## src/rtl/core_run_controller_pkg.sv

```systemverilog
// core_run_controller_pkg: shared FSM state encoding and default widths for the run controller.
package core_run_controller_pkg;
  typedef enum logic [2:0] {S_IDLE, S_LOAD, S_HOLD, S_RUN, S_DONE} state_e;
  localparam int IMEM_AW_DEF = 6;
  localparam int CYC_W_DEF = 16;
  localparam int TIMEOUT_DEF = 1000;
  localparam int RST_CYC_DEF = 2;
endpackage

```

## src/rtl/core_run_controller_run_cycle_timer.sv

```systemverilog
// run_cycle_timer: saturating clear/enable cycle counter with terminal-count flag at TIMEOUT-1.
module run_cycle_timer
  import core_run_controller_pkg::*;
#(
  parameter int CYC_W = CYC_W_DEF,
  parameter int TIMEOUT = TIMEOUT_DEF
) (
  input  logic             clk,
  input  logic             rst_n,
  input  logic             clr,
  input  logic             en,
  output logic [CYC_W-1:0] count,
  output logic             tc
);
  logic [CYC_W-1:0] count_q, count_d;
  always_comb count_d = clr ? '0 : (en && count_q != '1) ? count_q + 1'b1 : count_q;
  always_ff @(posedge clk or negedge rst_n)
    if (!rst_n) count_q <= '0;
    else count_q <= count_d;
  assign count = count_q;
  assign tc = count_q == CYC_W'(TIMEOUT - 1);
endmodule

```

## src/rtl/core_run_controller.sv

```systemverilog
// core_run_controller: loads a program into imem, holds the core in reset, runs it and times it out.
module core_run_controller
  import core_run_controller_pkg::*;
#(
  parameter int IMEM_AW = IMEM_AW_DEF,
  parameter int CYC_W = CYC_W_DEF,
  parameter int TIMEOUT = TIMEOUT_DEF,
  parameter int RST_CYC = RST_CYC_DEF
) (
  input  logic               clk,
  input  logic               rst_n,
  input  logic               start,
  input  logic               abort,
  input  logic [IMEM_AW-1:0] prog_len,
  input  logic               in_valid,
  output logic               in_ready,
  input  logic [31:0]        in_data,
  output logic               imem_we,
  output logic [IMEM_AW+1:0] imem_addr,
  output logic [31:0]        imem_wdata,
  output logic               core_rst_n,
  output logic [IMEM_AW-1:0] no_instruct,
  input  logic               eof,
  output logic               busy,
  output logic               done,
  output logic               timeout,
  output logic [CYC_W-1:0]   cycle_count
);
  localparam int HW = $clog2(RST_CYC) + 1;
  state_e state_q, state_d;
  logic [IMEM_AW-1:0] len_q, len_d, idx_q, idx_d;
  logic [HW-1:0] hold_q, hold_d;
  logic timeout_q, timeout_d, we_q, we_d, clr, tc, beat;
  logic [IMEM_AW+1:0] addr_q, addr_d;
  logic [31:0] wdata_q, wdata_d;
  assign beat = state_q == S_LOAD && in_valid;
  always_comb begin
    state_d = state_q;
    len_d = len_q;
    idx_d = idx_q;
    hold_d = hold_q;
    timeout_d = timeout_q;
    clr = 1'b0;
    case (state_q)
      S_IDLE: if (start && prog_len != '0) begin
        len_d = prog_len;
        idx_d = '0;
        clr = 1'b1;
        timeout_d = 1'b0;
        state_d = S_LOAD;
      end
      S_LOAD: if (in_valid) begin
        idx_d = idx_q + 1'b1;
        hold_d = '0;
        state_d = idx_q == len_q - 1'b1 ? S_HOLD : S_LOAD;
      end
      S_HOLD: begin
        hold_d = hold_q + 1'b1;
        state_d = hold_q == HW'(RST_CYC - 1) ? S_RUN : S_HOLD;
      end
      S_RUN: if (eof) state_d = S_DONE;
        else if (tc) begin
          timeout_d = 1'b1;
          state_d = S_IDLE;
        end
      default: state_d = S_IDLE;
    endcase
    if (abort) state_d = S_IDLE;
  end
  // The write port is registered so each accepted beat lands one cycle later, even across abort.
  always_comb begin
    we_d = beat;
    addr_d = beat ? {idx_q, 2'b00} : addr_q;
    wdata_d = beat ? in_data : wdata_q;
  end
  always_ff @(posedge clk or negedge rst_n)
    if (!rst_n) begin
      state_q <= S_IDLE;
      len_q <= '0;
      idx_q <= '0;
      hold_q <= '0;
      timeout_q <= 1'b0;
      we_q <= 1'b0;
      addr_q <= '0;
      wdata_q <= '0;
    end else begin
      state_q <= state_d;
      len_q <= len_d;
      idx_q <= idx_d;
      hold_q <= hold_d;
      timeout_q <= timeout_d;
      we_q <= we_d;
      addr_q <= addr_d;
      wdata_q <= wdata_d;
    end
  run_cycle_timer #(.CYC_W(CYC_W), .TIMEOUT(TIMEOUT)) u_timer (
    .clk(clk),
    .rst_n(rst_n),
    .clr(clr),
    .en(state_q == S_RUN),
    .count(cycle_count),
    .tc(tc)
  );
  assign in_ready = state_q == S_LOAD;
  assign core_rst_n = state_q == S_RUN;
  assign busy = state_q != S_IDLE;
  assign done = state_q == S_DONE;
  assign timeout = timeout_q;
  assign no_instruct = len_q;
  assign imem_we = we_q;
  assign imem_addr = addr_q;
  assign imem_wdata = wdata_q;
endmodule

```

## config.mk

```make
export PLATFORM = sky130hd
export DESIGN_NAME = core_run_controller
export DESIGN_NICKNAME = d
export VERILOG_FILES = /design/src/rtl/core_run_controller_pkg.sv /design/src/rtl/core_run_controller_run_cycle_timer.sv /design/src/rtl/core_run_controller.sv
export SDC_FILE = /design/constraint.sdc
export NUM_CORES = 1
export LEC_CHECK = 0
export BUFFER_PORTS_ARGS = -buffer_cell sky130_fd_sc_hd__buf_4
export CAP_MARGIN = 40
export CORE_ASPECT_RATIO = 1.1
export CORE_MARGIN = 4
export CORE_UTILIZATION = 51
export DETAILED_ROUTE_END_ITERATION = 10
export PLACE_DENSITY = 0.88
export REMOVE_ABC_BUFFERS = 1
export SLEW_MARGIN = 0
export SYNTH_ARGS = -nofsm -noshare
export SYNTH_HDL_FRONTEND = slang
export SYNTH_HIERARCHICAL = 1
export SYNTH_SLANG_ARGS = --single-unit
```

## constraint.sdc

```tcl
create_clock -name clk -period 2.8 [get_ports clk]
set_input_delay 0.84 -clock clk [delete_from_list [all_inputs] [get_ports clk]]
set_output_delay 0.84 -clock clk [all_outputs]
set_load 0.02 [all_outputs]
```

### Word-level counts from Yosys, hierarchy flattened

Index checks and enable logic that the tools add are counted.

* $add $sub $neg: 4
* $mul: 0
* divide/modulo/power cells: 0
* magnitude comparators: 0
* equal/unequal tests: 15
* shift-type cells: 0
* multiplexer cells: 21
* bitwise logic cells: 0
* reduce and logical (&&, ||, !) cells: 15

Operator list (number)
* $mux W16: 2
* $add A16 B1 Y16 const B: 1
* $eq A16 B10 Y1 const B: 1
* $ne A16 B16 Y1 const B: 1
* $mux W3: 5
* $mux W6: 2
* $pmux W3 S4: 1
* $pmux W6 S2: 1
* $ne A2 B2 Y1 const B: 4
* $reduce_bool A2 Y1: 4
* $add A6 B1 Y6 const B: 1
* $eq A3 B2 Y1 const B: 2
* $eq A6 B6 Y1: 1
* $mux W1: 6
* $ne A3 B3 Y1 const B: 2
* $reduce_and A3 Y1: 2
* $reduce_bool A6 Y1: 1
* $sub A6 B1 Y6 const B: 1
* $mux W2: 2
* $ne A4 B4 Y1 const B: 1
* $pmux W2 S2: 1
* $reduce_and A2 Y1: 2
* $reduce_and A4 Y1: 1
* $eq A3 B1 Y1 const B: 1
* other kinds (7): 9

* bits in registers: 73
* bits in latches: 0
* RAM bits: 0
* bits in read-only memories: 0
* input port bits: 44
* output and inout port bits: 68
* word-level logic and storage cells: 64
* memories kept: 0

### Longest topological paths before layout

Gate-level depths: netlist of run 1.

* depth in word-level cells: 6
* mapped depth: 10
* mapped depth without buffers: 10

### Cells and area by module

The synthesis of run 1 kept the hierarchy.

Modules (own cells, without submodules)
* core_run_controller: instances 1, cells an instance 287, area an instance 2528.7 um^2
* run_cycle_timer: instances 1, cells an instance 94, area an instance 950.9 um^2

### Worst setup path after synthesis of run 1

No wires, ideal clock.

* path type: input to register
* from: in prog_len[1]
* to: reg u_timer.count_q[11] (netlist: u_timer/count[11])
* library setup time: 0.078 ns
* data arrival time: 2.305 ns
* slack: 0.417 ns
* stages on the path: 8
* buffers on the path: 3
* path through: or4_1 o31ai_2 or2_1 buf_6 inv_2 buf_6 clkbuf_1 a21oi_1

* word-level cells in the longest chain between the ends: 5
* elaborated cells between the ends (all ways): 6

RTL lines
* start: declaration: RTL line core_run_controller.sv:14 `input logic [IMEM_AW-1:0] prog_len,`
* $reduce_bool A6 Y1 (*): RTL line core_run_controller.sv:45 `S_IDLE: if (start && prog_len != '0) begin`
* $logic_and A1 B1 Y1 (*): RTL line core_run_controller.sv:45
* $mux W1 (*): RTL line core_run_controller.sv:45
* $mux W1 (*): RTL line core_run_controller.sv:44 `case (state_q)`
* via clr: RTL line core_run_controller.sv:33 `logic timeout_q, timeout_d, we_q, we_d, clr, tc, beat;`
* $mux W16 / $reduce_bool A2 Y1 (equally long branches)
* end signal: assignment: RTL line core_run_controller_run_cycle_timer.sv:19 `else count_q <= count_d;`
* end: declaration: RTL line core_run_controller_run_cycle_timer.sv:15 `logic [CYC_W-1:0] count_q, count_d;`

The timed path passes the listed nets; every way through them passes the cells marked *.
A chain may end at the register's enable or synchronous reset.

### Worst setup path in the final report of run 1

* from: reg state_q[0]
* to: out core_rst_n

* word-level cells in the longest chain between the ends: 1

RTL lines
* start: declaration: RTL line core_run_controller.sv:30 `state_e state_q, state_d;`
* start signal: assignment: RTL line core_run_controller.sv:87 `state_q <= state_d;`
* $eq A3 B2 Y1: RTL line core_run_controller.sv:105 `assign core_rst_n = state_q == S_RUN;`
* end: declaration: RTL line core_run_controller.sv:21 `output logic core_rst_n,`

No other way between the ends.

==> impl_table.tex, run 1 <==
\begin{tabular}{lr}
\hline
Metric & Value \\
\hline
\multicolumn{2}{l}{\textbf{Run status}} \\
\quad Run status & completed \\
\multicolumn{2}{l}{\textbf{Setup path}} \\
\quad Type of the worst setup path & reg2out \\
\quad Capturing element type of the critical path & output port \\
\quad Launch point of the critical path & state\_q[0] \\
\quad Crit path DAT & 1620 ps \\
\quad Worst Path Max Fanout & 8 \\
\quad Startpoint kind of the worst setup timing path & flop \\
\quad Worst-case reg-to-reg path depth & 10 \\
\quad Endpoint required time on the critical path & 1960 ps \\
\quad Register-to-Register Setup Slack & 350 ps \\
\quad R2R Path End & state\_q[0] \\
\quad Critical R2R Launch & u\_timer/count[0] \\
\multicolumn{2}{l}{\textbf{Clocking}} \\
\quad Clock tree from TritonCTS & yes \\
\quad Clock buffers created by TritonCTS & 9 \\
\quad Clock sinks & 73 \\
\quad \# H-tree levels & 3 \\
\quad Total setup buffers inserted after CTS & 0 \\
\quad Post-cts sizing count & 0 \\
\quad Number of buffers on the longest clock path & 2 \\
\quad Clock root buffer & sky130\_fd\_sc\_hd\_\_clkbuf\_8 \\
\quad Worst skew pair latency & 330 ps \\
\quad CTS clk-pin slew, worst paths & 70 ps \\
\quad Number of buffers inserted by hold repair at cts & 0 \\
\multicolumn{2}{l}{\textbf{Timing}} \\
\quad Transition time at the pin with the least slew margin & 570 ps \\
\quad Count of pins over their slew limit & 0 \\
\quad Fin Clk Skew & 6.26 ps \\
\quad Final setup violation count & 0 \\
\quad Maximum clock frequency & 406 MHz \\
\quad RSZ-0062 raised after global routing & false \\
\quad Setup TNS & 0 ps \\
\quad Fraction of the cycle the final worst path needs & 0.879 \\
\quad Normalized max-slew margin & 0.617 \\
\quad Number of failing hold endpoints at the final stage & 0 \\
\quad Final worst path period need & 2460 ps \\
\multicolumn{2}{l}{\textbf{Route}} \\
\quad Total detailed-routing wirelength & 8500 um \\
\quad 1st-iter DRT viols & 126 \\
\quad DRT Pass-1 Iters & 4 \\
\quad Remaining DRCs & 0 \\
\quad DR vias/cell & 5.34 \\
\quad DR WL/cell & 14.8 um \\
\quad DR vias & 3078 \\
\quad Number of nets with antenna violations after detailed routing & 0 \\
\multicolumn{2}{l}{\textbf{Finish}} \\
\quad Final core utilization & 0.695 \\
\quad Register cell area after layout & 1830 um2 \\
\quad Area taken by multi-input logic gates & 1520 um2 \\
\quad Fill cells & 507 \\
\quad Antenna diode count & 0 \\
\quad Final Instance Count excl. Fillers & 576 \\
\quad Number of nets in the finished design & 537 \\
\quad Final Instance Area & 4580 um2 \\
\quad Area growth, synth to finish & 31.7\% \\
\quad Share of cells above drive strength 1 & 0.291 \\
\multicolumn{2}{l}{\textbf{Global routing}} \\
\quad Antenna violations before repair & 0 \\
\quad Vias in the first global route & 3022 \\
\quad Gr usage total & 0.223 \\
\quad Pin count of the biggest net entering global routing & 42 \\
\quad Global-route wire length before repair & 14300 um \\
\quad Remaining global-route overflow & 0 \\
\multicolumn{2}{l}{\textbf{Power}} \\
\quad Lkg Pwr & 2.40 nW \\
\quad Power per unit of standard cell area & 909 nW/um2 \\
\quad Combinational Power Share & 0.397 \\
\quad Switching power share of the total & 0.381 \\
\quad Peak supply drop & 0.000542 V \\
\quad Internal power consumption & 2.58 mW \\
\quad Clock network fraction of total power & 0.223 \\
\quad Seq pwr share & 0.380 \\
\quad P\_sw & 1.59 mW \\
\multicolumn{2}{l}{\textbf{Logic synthesis}} \\
\quad Main area contributors after synthesis & sky130\_fd\_sc\_hd\_\_dfrtp\_1 52\%, sky130\_fd\_sc\_hd\_\_nand2\_1 16\%, sky130\_fd\_sc\_hd\_\_xor2\_1 2.5\% \\
\quad Area share of the largest cell type after synthesis & 0.525 \\
\quad Cell type contributing the most total cell area after synthesis & sky130\_fd\_sc\_hd\_\_dfrtp\_1 \\
\quad Share of the yosys chip area belonging to registers & 0.525 \\
\quad Distinct cell type count of the synthesized netlist & 50 \\
\quad Number of synthesized flops with an enable pin & 0 \\
\quad Instance count of the mapped netlist & 381 \\
\quad Dominant register cell in the synthesized netlist & sky130\_fd\_sc\_hd\_\_dfrtp\_1 \\
\quad YS warnings & 6 \\
\quad Syn avg cell area & 9.13 um2 \\
\quad Post-synthesis register bit count & 73 \\
\quad Cell Area, Synth & 3480 um2 \\
\quad Post-synth ARST share & 1.00 \\
\multicolumn{2}{l}{\textbf{Floorplanning}} \\
\quad IO Count & 112 \\
\quad Die area & 8210 um2 \\
\quad Starting Density & 0.528 \\
\quad Number of standard-cell rows in the floorplan & 31 \\
\quad Horizontal die dimension & 86.8 um \\
\quad Core region area & 6590 um2 \\
\quad Die extent in y & 94.6 um \\
\multicolumn{2}{l}{\textbf{Placed design}} \\
\quad Placed cell area & 4350 um2 \\
\quad Placer Congestion & 0.808 \\
\quad Number of buffers inserted by port buffering & 109 \\
\quad Post-detailed-placement half-perimeter wirelength & 6340 um \\
\quad Number of placed instances, taps included & 560 \\
\multicolumn{2}{l}{\textbf{Worst hold path}} \\
\quad Type of the worst min-delay path & in2async \\
\multicolumn{2}{l}{\textbf{Flow run}} \\
\quad Count of max-cap constraint violations & 0 \\
\hline
\end{tabular}
## power groups by stage
stage               logic [mW]  registers [mW]  clock network, mW
global placement          1.61            1.59                  0
detailed placement        1.67            1.61                  0
finish                    1.65            1.58              0.928
floorplan                0.595            1.91                  0
CTS                       1.68            1.58              0.956
global route              1.82            1.63               1.00
## layout make-up
| cell class | count | share of cell area |
|---|---|---|
| clock buffer | 12 | 0.0339 |
| timing repair buffer | 114 | 0.190 |
| clock inverter | 4 | 0.0161 |
| inverter | 10 | 0.00819 |
| tap | 82 | 0.0224 |
| sequential | 73 | 0.399 |
| multi-input combinational | 281 | 0.331 |
## cell usage after synthesis, drive strengths merged (2+ instances only)
cell type	number
a21oi	14
a31oi	5
a32o	2
and2	3
and3	2
and4	3
buf	8
clkbuf	10
dfrtp	73
ha	4
inv	10
nand2	145
nand2b	3
nand3	7
nand4	8
nor2	17
nor2b	2
nor3	3
nor3b	2
nor4	3
o211ai	2
o21ai	8
o21bai	2
o31ai	7
or2	3
or3	3
or4	8
xnor2	4
xor2	10
## sequential cells by signal, indices dropped and copies added (netlist names)
signal	count
u_timer/count	16
state_q	3
no_instruct	6
timeout	1
hold_q	2
imem_we	1
idx_q	6
imem_wdata	32
imem_addr	6
## layout by cell type (no fill, tap or decap), types with 3 or more instances in the layout
cell | netlist | routed
sky130_fd_sc_hd__or4_1 | 8 | 8
sky130_fd_sc_hd__o21ai_1 | 5 | 5
sky130_fd_sc_hd__o31ai_1 | 6 | 6
sky130_fd_sc_hd__nand2_1 | 145 | 145
sky130_fd_sc_hd__buf_4 | 2 | 113
sky130_fd_sc_hd__xnor2_1 | 4 | 4
sky130_fd_sc_hd__nand4_1 | 5 | 5
sky130_fd_sc_hd__a31oi_1 | 5 | 5
sky130_fd_sc_hd__dfrtp_1 | 73 | 73
sky130_fd_sc_hd__nand2b_1 | 3 | 3
sky130_fd_sc_hd__nand3_1 | 7 | 7
sky130_fd_sc_hd__ha_1 | 4 | 4
sky130_fd_sc_hd__and4_1 | 3 | 3
sky130_fd_sc_hd__inv_1 | 8 | 8
sky130_fd_sc_hd__nor2_1 | 13 | 13
sky130_fd_sc_hd__clkbuf_8 | 0 | 11
sky130_fd_sc_hd__a21oi_1 | 14 | 14
sky130_fd_sc_hd__and2_1 | 3 | 3
sky130_fd_sc_hd__nor2_2 | 4 | 4
sky130_fd_sc_hd__xor2_1 | 10 | 10
sky130_fd_sc_hd__nor3_1 | 3 | 3
sky130_fd_sc_hd__or3_1 | 3 | 3
## metrics by stage
step                      hold slack, ps  worst slack [ps]  power, mW
after floorplan                      477              93.9       2.50
after global placement               459               293       3.19
after detailed placement             464               246       3.28
after CTS                            451               323       4.22
after global routing                 472              73.5       4.45
final                                442               340       4.17
## worst max path at each step
stage | to | slack [ps]
2_1_floorplan | idx_q[5] | 90
3_3_place_gp | u_timer/count[4] | 290
3_5_place_dp | u_timer/count[3] | 250
4_1_cts | core_rst_n | 320
5_1_grt | state_q[0] | 70
6_report | core_rst_n | 340
## cell families (layout without fill, tap and decap cells)
family	after synthesis	after routing	synth area share
flip-flops	73	73	0.525
XOR/XNOR	14	14	0.0352
buffers and inverters	28	140	0.0399
AND/OR/NAND/NOR	214	214	0.287
multiplexers	1	1	0.00288
other	1	2	0.00108
AO/OA/AOI/OAI	46	46	0.0946
adder cells (fa/ha/maj)	4	4	0.0144
## worst max-delay path, stage by stage (launching register included)
cell and delay [ps]:
sky130_fd_sc_hd__dfrtp_1 480, sky130_fd_sc_hd__nor2b_1 280, sky130_fd_sc_hd__and2_1 330, sky130_fd_sc_hd__buf_4 200
## layer usage
metal  vias to the layer above  share of wire  track usage
li1                       1500              -            -
met1                      1453           0.42        0.292
met2                       116           0.49        0.357
met3                         9          0.075       0.0558
met4                         0          0.013       0.0818
met5                         -              0            0
Note: power is estimated with default switching activity, not from simulation.
==> run 2: changes to the inputs <==
--- a/config.mk
+++ b/config.mk
@@ -7,9 +7,11 @@
 export LEC_CHECK = 0
 export BUFFER_PORTS_ARGS = -buffer_cell sky130_fd_sc_hd__buf_4
 export CAP_MARGIN = 40
+export CELL_PAD_IN_SITES_DETAIL_PLACEMENT = 1
+export CELL_PAD_IN_SITES_GLOBAL_PLACEMENT = 2
 export CORE_ASPECT_RATIO = 1.1
 export CORE_MARGIN = 4
-export CORE_UTILIZATION = 51
+export CORE_UTILIZATION = 30
 export DETAILED_ROUTE_END_ITERATION = 10
 export PLACE_DENSITY = 0.88
 export REMOVE_ABC_BUFFERS = 1
==> run 2 against run 1 <==
Sequential cell count unchanged. Sequential power about the same. Clock power up 25%. Critical endpoint unchanged. Largest cell class unchanged. Highest routed layer unchanged.
==> impl_table.tex, run 2 (synthesis results as in run 1) <==
\begin{tabular}{lr}
\hline
Metric & Value \\
\hline
\multicolumn{2}{l}{\textbf{Run status}} \\
\quad Run status & completed \\
\multicolumn{2}{l}{\textbf{Setup path}} \\
\quad Crit path DAT & 1620 ps \\
\quad Cell Chain, Critical Path & nor2b\_1 -> and2\_1 -> buf\_4 \\
\quad Worst stage delay on the critical path & 480 ps \\
\quad Worst path buffer plus inverter count & 1 \\
\quad Startpoint kind of the worst setup timing path & flop \\
\quad Endpoint required time on the critical path & 1960 ps \\
\quad Capturing element type of the critical path & output port \\
\quad Worst Path Max Fanout & 8 \\
\quad Type of the worst setup path & reg2out \\
\quad Cell family contributing the most delay on the critical path & simple AND/OR/NAND/NOR gates \\
\quad Worst-path cell with the longest stage delay & sky130\_fd\_sc\_hd\_\_dfrtp\_1 \\
\multicolumn{2}{l}{\textbf{Floorplanning}} \\
\quad Die area & 13400 um2 \\
\quad IO Count & 112 \\
\quad Number of standard-cell rows in the floorplan & 40 \\
\quad Horizontal die dimension & 111 um \\
\quad Starting Density & 0.313 \\
\quad Die extent in y & 121 um \\
\quad Core region area & 11100 um2 \\
\multicolumn{2}{l}{\textbf{Power}} \\
\quad Switching power share of the total & 0.375 \\
\quad Combinational Power Share & 0.378 \\
\quad P\_sw & 1.66 mW \\
\quad Lkg Pwr & 2.44 nW \\
\quad Clock network fraction of total power & 0.263 \\
\quad Internal power consumption & 2.77 mW \\
\quad Seq pwr share & 0.359 \\
\quad Peak supply drop & 0.000389 V \\
\quad Power per unit of standard cell area & 933 nW/um2 \\
\multicolumn{2}{l}{\textbf{Route}} \\
\quad DR vias/cell & 4.84 \\
\quad DR WL/cell & 15.5 um \\
\quad DRT Pass-1 Iters & 4 \\
\quad Total detailed-routing wirelength & 9950 um \\
\quad Remaining DRCs & 0 \\
\quad DR vias & 3104 \\
\quad 1st-iter DRT viols & 137 \\
\quad Number of nets with antenna violations after detailed routing & 0 \\
\multicolumn{2}{l}{\textbf{Timing}} \\
\quad Hold slack & 465 ps \\
\quad Maximum clock frequency & 406 MHz \\
\quad Number of failing hold endpoints at the final stage & 0 \\
\quad Transition time at the pin with the least slew margin & 612 ps \\
\quad Setup TNS & 0 ps \\
\quad Final worst path period need & 2460 ps \\
\quad Final setup violation count & 0 \\
\quad Normalized max-slew margin & 0.589 \\
\quad Count of pins over their slew limit & 0 \\
\quad Fin Clk Skew & 8.26 ps \\
\quad Fraction of the cycle the final worst path needs & 0.880 \\
\quad RSZ-0062 raised after global routing & false \\
\multicolumn{2}{l}{\textbf{Finish}} \\
\quad Leading cell type in the layout, fill and taps excluded & sky130\_fd\_sc\_hd\_\_nand2\_1 \\
\quad Antenna diode count & 0 \\
\quad Final core utilization & 0.427 \\
\quad Number of nets in the finished design & 538 \\
\quad Area growth, synth to finish & 36.4\% \\
\quad Share of cells above drive strength 1 & 0.294 \\
\quad Most frequent cells in the layout & 145 x sky130\_fd\_sc\_hd\_\_nand2\_1, 114 x sky130\_fd\_sc\_hd\_\_buf\_4, 73 x sky130\_fd\_sc\_hd\_\_dfrtp\_1 \\
\quad Number of flip-flops under the largest register name & 32 \\
\quad Fill cells & 1343 \\
\multicolumn{2}{l}{\textbf{Placed design}} \\
\quad Placer Congestion & 0.793 \\
\quad Number of buffers inserted by port buffering & 109 \\
\quad Post-detailed-placement half-perimeter wirelength & 7410 um \\
\multicolumn{2}{l}{\textbf{Global routing}} \\
\quad Global-route wire length before repair & 17000 um \\
\quad Vias in the first global route & 3289 \\
\quad Remaining global-route overflow & 0 \\
\quad Pin count of the biggest net entering global routing & 42 \\
\quad Antenna violations before repair & 0 \\
\quad Gr usage total & 0.156 \\
\multicolumn{2}{l}{\textbf{Clocking}} \\
\quad Worst skew pair latency & 330 ps \\
\quad Number of buffers on the longest clock path & 2 \\
\quad Total setup buffers inserted after CTS & 0 \\
\quad Clock sinks & 73 \\
\quad CTS clk-pin slew, worst paths & 60 ps \\
\quad Clock root buffer & sky130\_fd\_sc\_hd\_\_clkbuf\_16 \\
\quad Clock tree from TritonCTS & yes \\
\quad Number of buffers inserted by hold repair at cts & 0 \\
\quad \# H-tree levels & 3 \\
\quad Post-cts sizing count & 0 \\
\quad Clock buffers created by TritonCTS & 9 \\
\multicolumn{2}{l}{\textbf{Flow run}} \\
\quad Count of max-cap constraint violations & 0 \\
\multicolumn{2}{l}{\textbf{Worst hold path}} \\
\quad Type of the worst min-delay path & in2async \\
\hline
\end{tabular}
-- run 2: changes by cell type in the layout (fill, tap and decap cells not counted), sizes merged --
cell	change
bufinv	-1
clkbuf	-1
buf	+1
clkinvlp	+1
-- run 2: metal layers --
metal,part of all wire,up-vias,track usage
li1,-,1495,-
met1,0.47,1491,0.201
met2,0.46,104,0.247
met3,0.057,14,0.0544
met4,0.018,0,0.0500
met5,0,-,0
-- run 2: cell type report --
class	instances	area [um2]	area share
clock buffer	11	253	0.0533
clock inverter	4	51.3	0.0108
inverter	10	37.5	0.00791
multi-input combinational	281	1520	0.320
sequential	73	1830	0.385
tap	147	184	0.0388
timing repair buffer	115	876	0.185
-- run 2: power by group through the flow --
stage / registers [mW] / logic, mW / clock network, mW
final: 1.59 / 1.67 / 1.16
after detailed placement: 1.61 / 1.70 / 0
after global placement: 1.59 / 1.65 / 0
after CTS: 1.60 / 1.71 / 1.20
after global routing: 1.64 / 1.85 / 1.25
after floorplan: 1.91 / 0.595 / 0
-- run 2: worst paths after layout --
kind	from	cells past startpoint	slack (ps)	endpoint
setup / recovery	state_q[0]	3	340	core_rst_n
hold / removal	rst_n	1	460	imem_wdata[24]
setup reg to reg	u_timer/count[0]	10	380	state_q[0]
hold reg to reg	imem_wdata[3]	2	480	imem_wdata[3]
max in group asynchronous	rst_n	2	1760	u_timer/count[11]
min in group clk	imem_wdata[3]	2	480	imem_wdata[3]
-- run 2: metrics by stage --
step                instance area [um2]  setup WS [ps]  total power, mW  std cells
finish                             4750            335             4.43        641
global placement                   4440            278             3.25        626
CTS                                4750            308             4.51        641
floorplan                          3380           93.9             2.50        364
global route                       4750           73.7             4.75        641
detailed placement                 4440            205             3.31        626
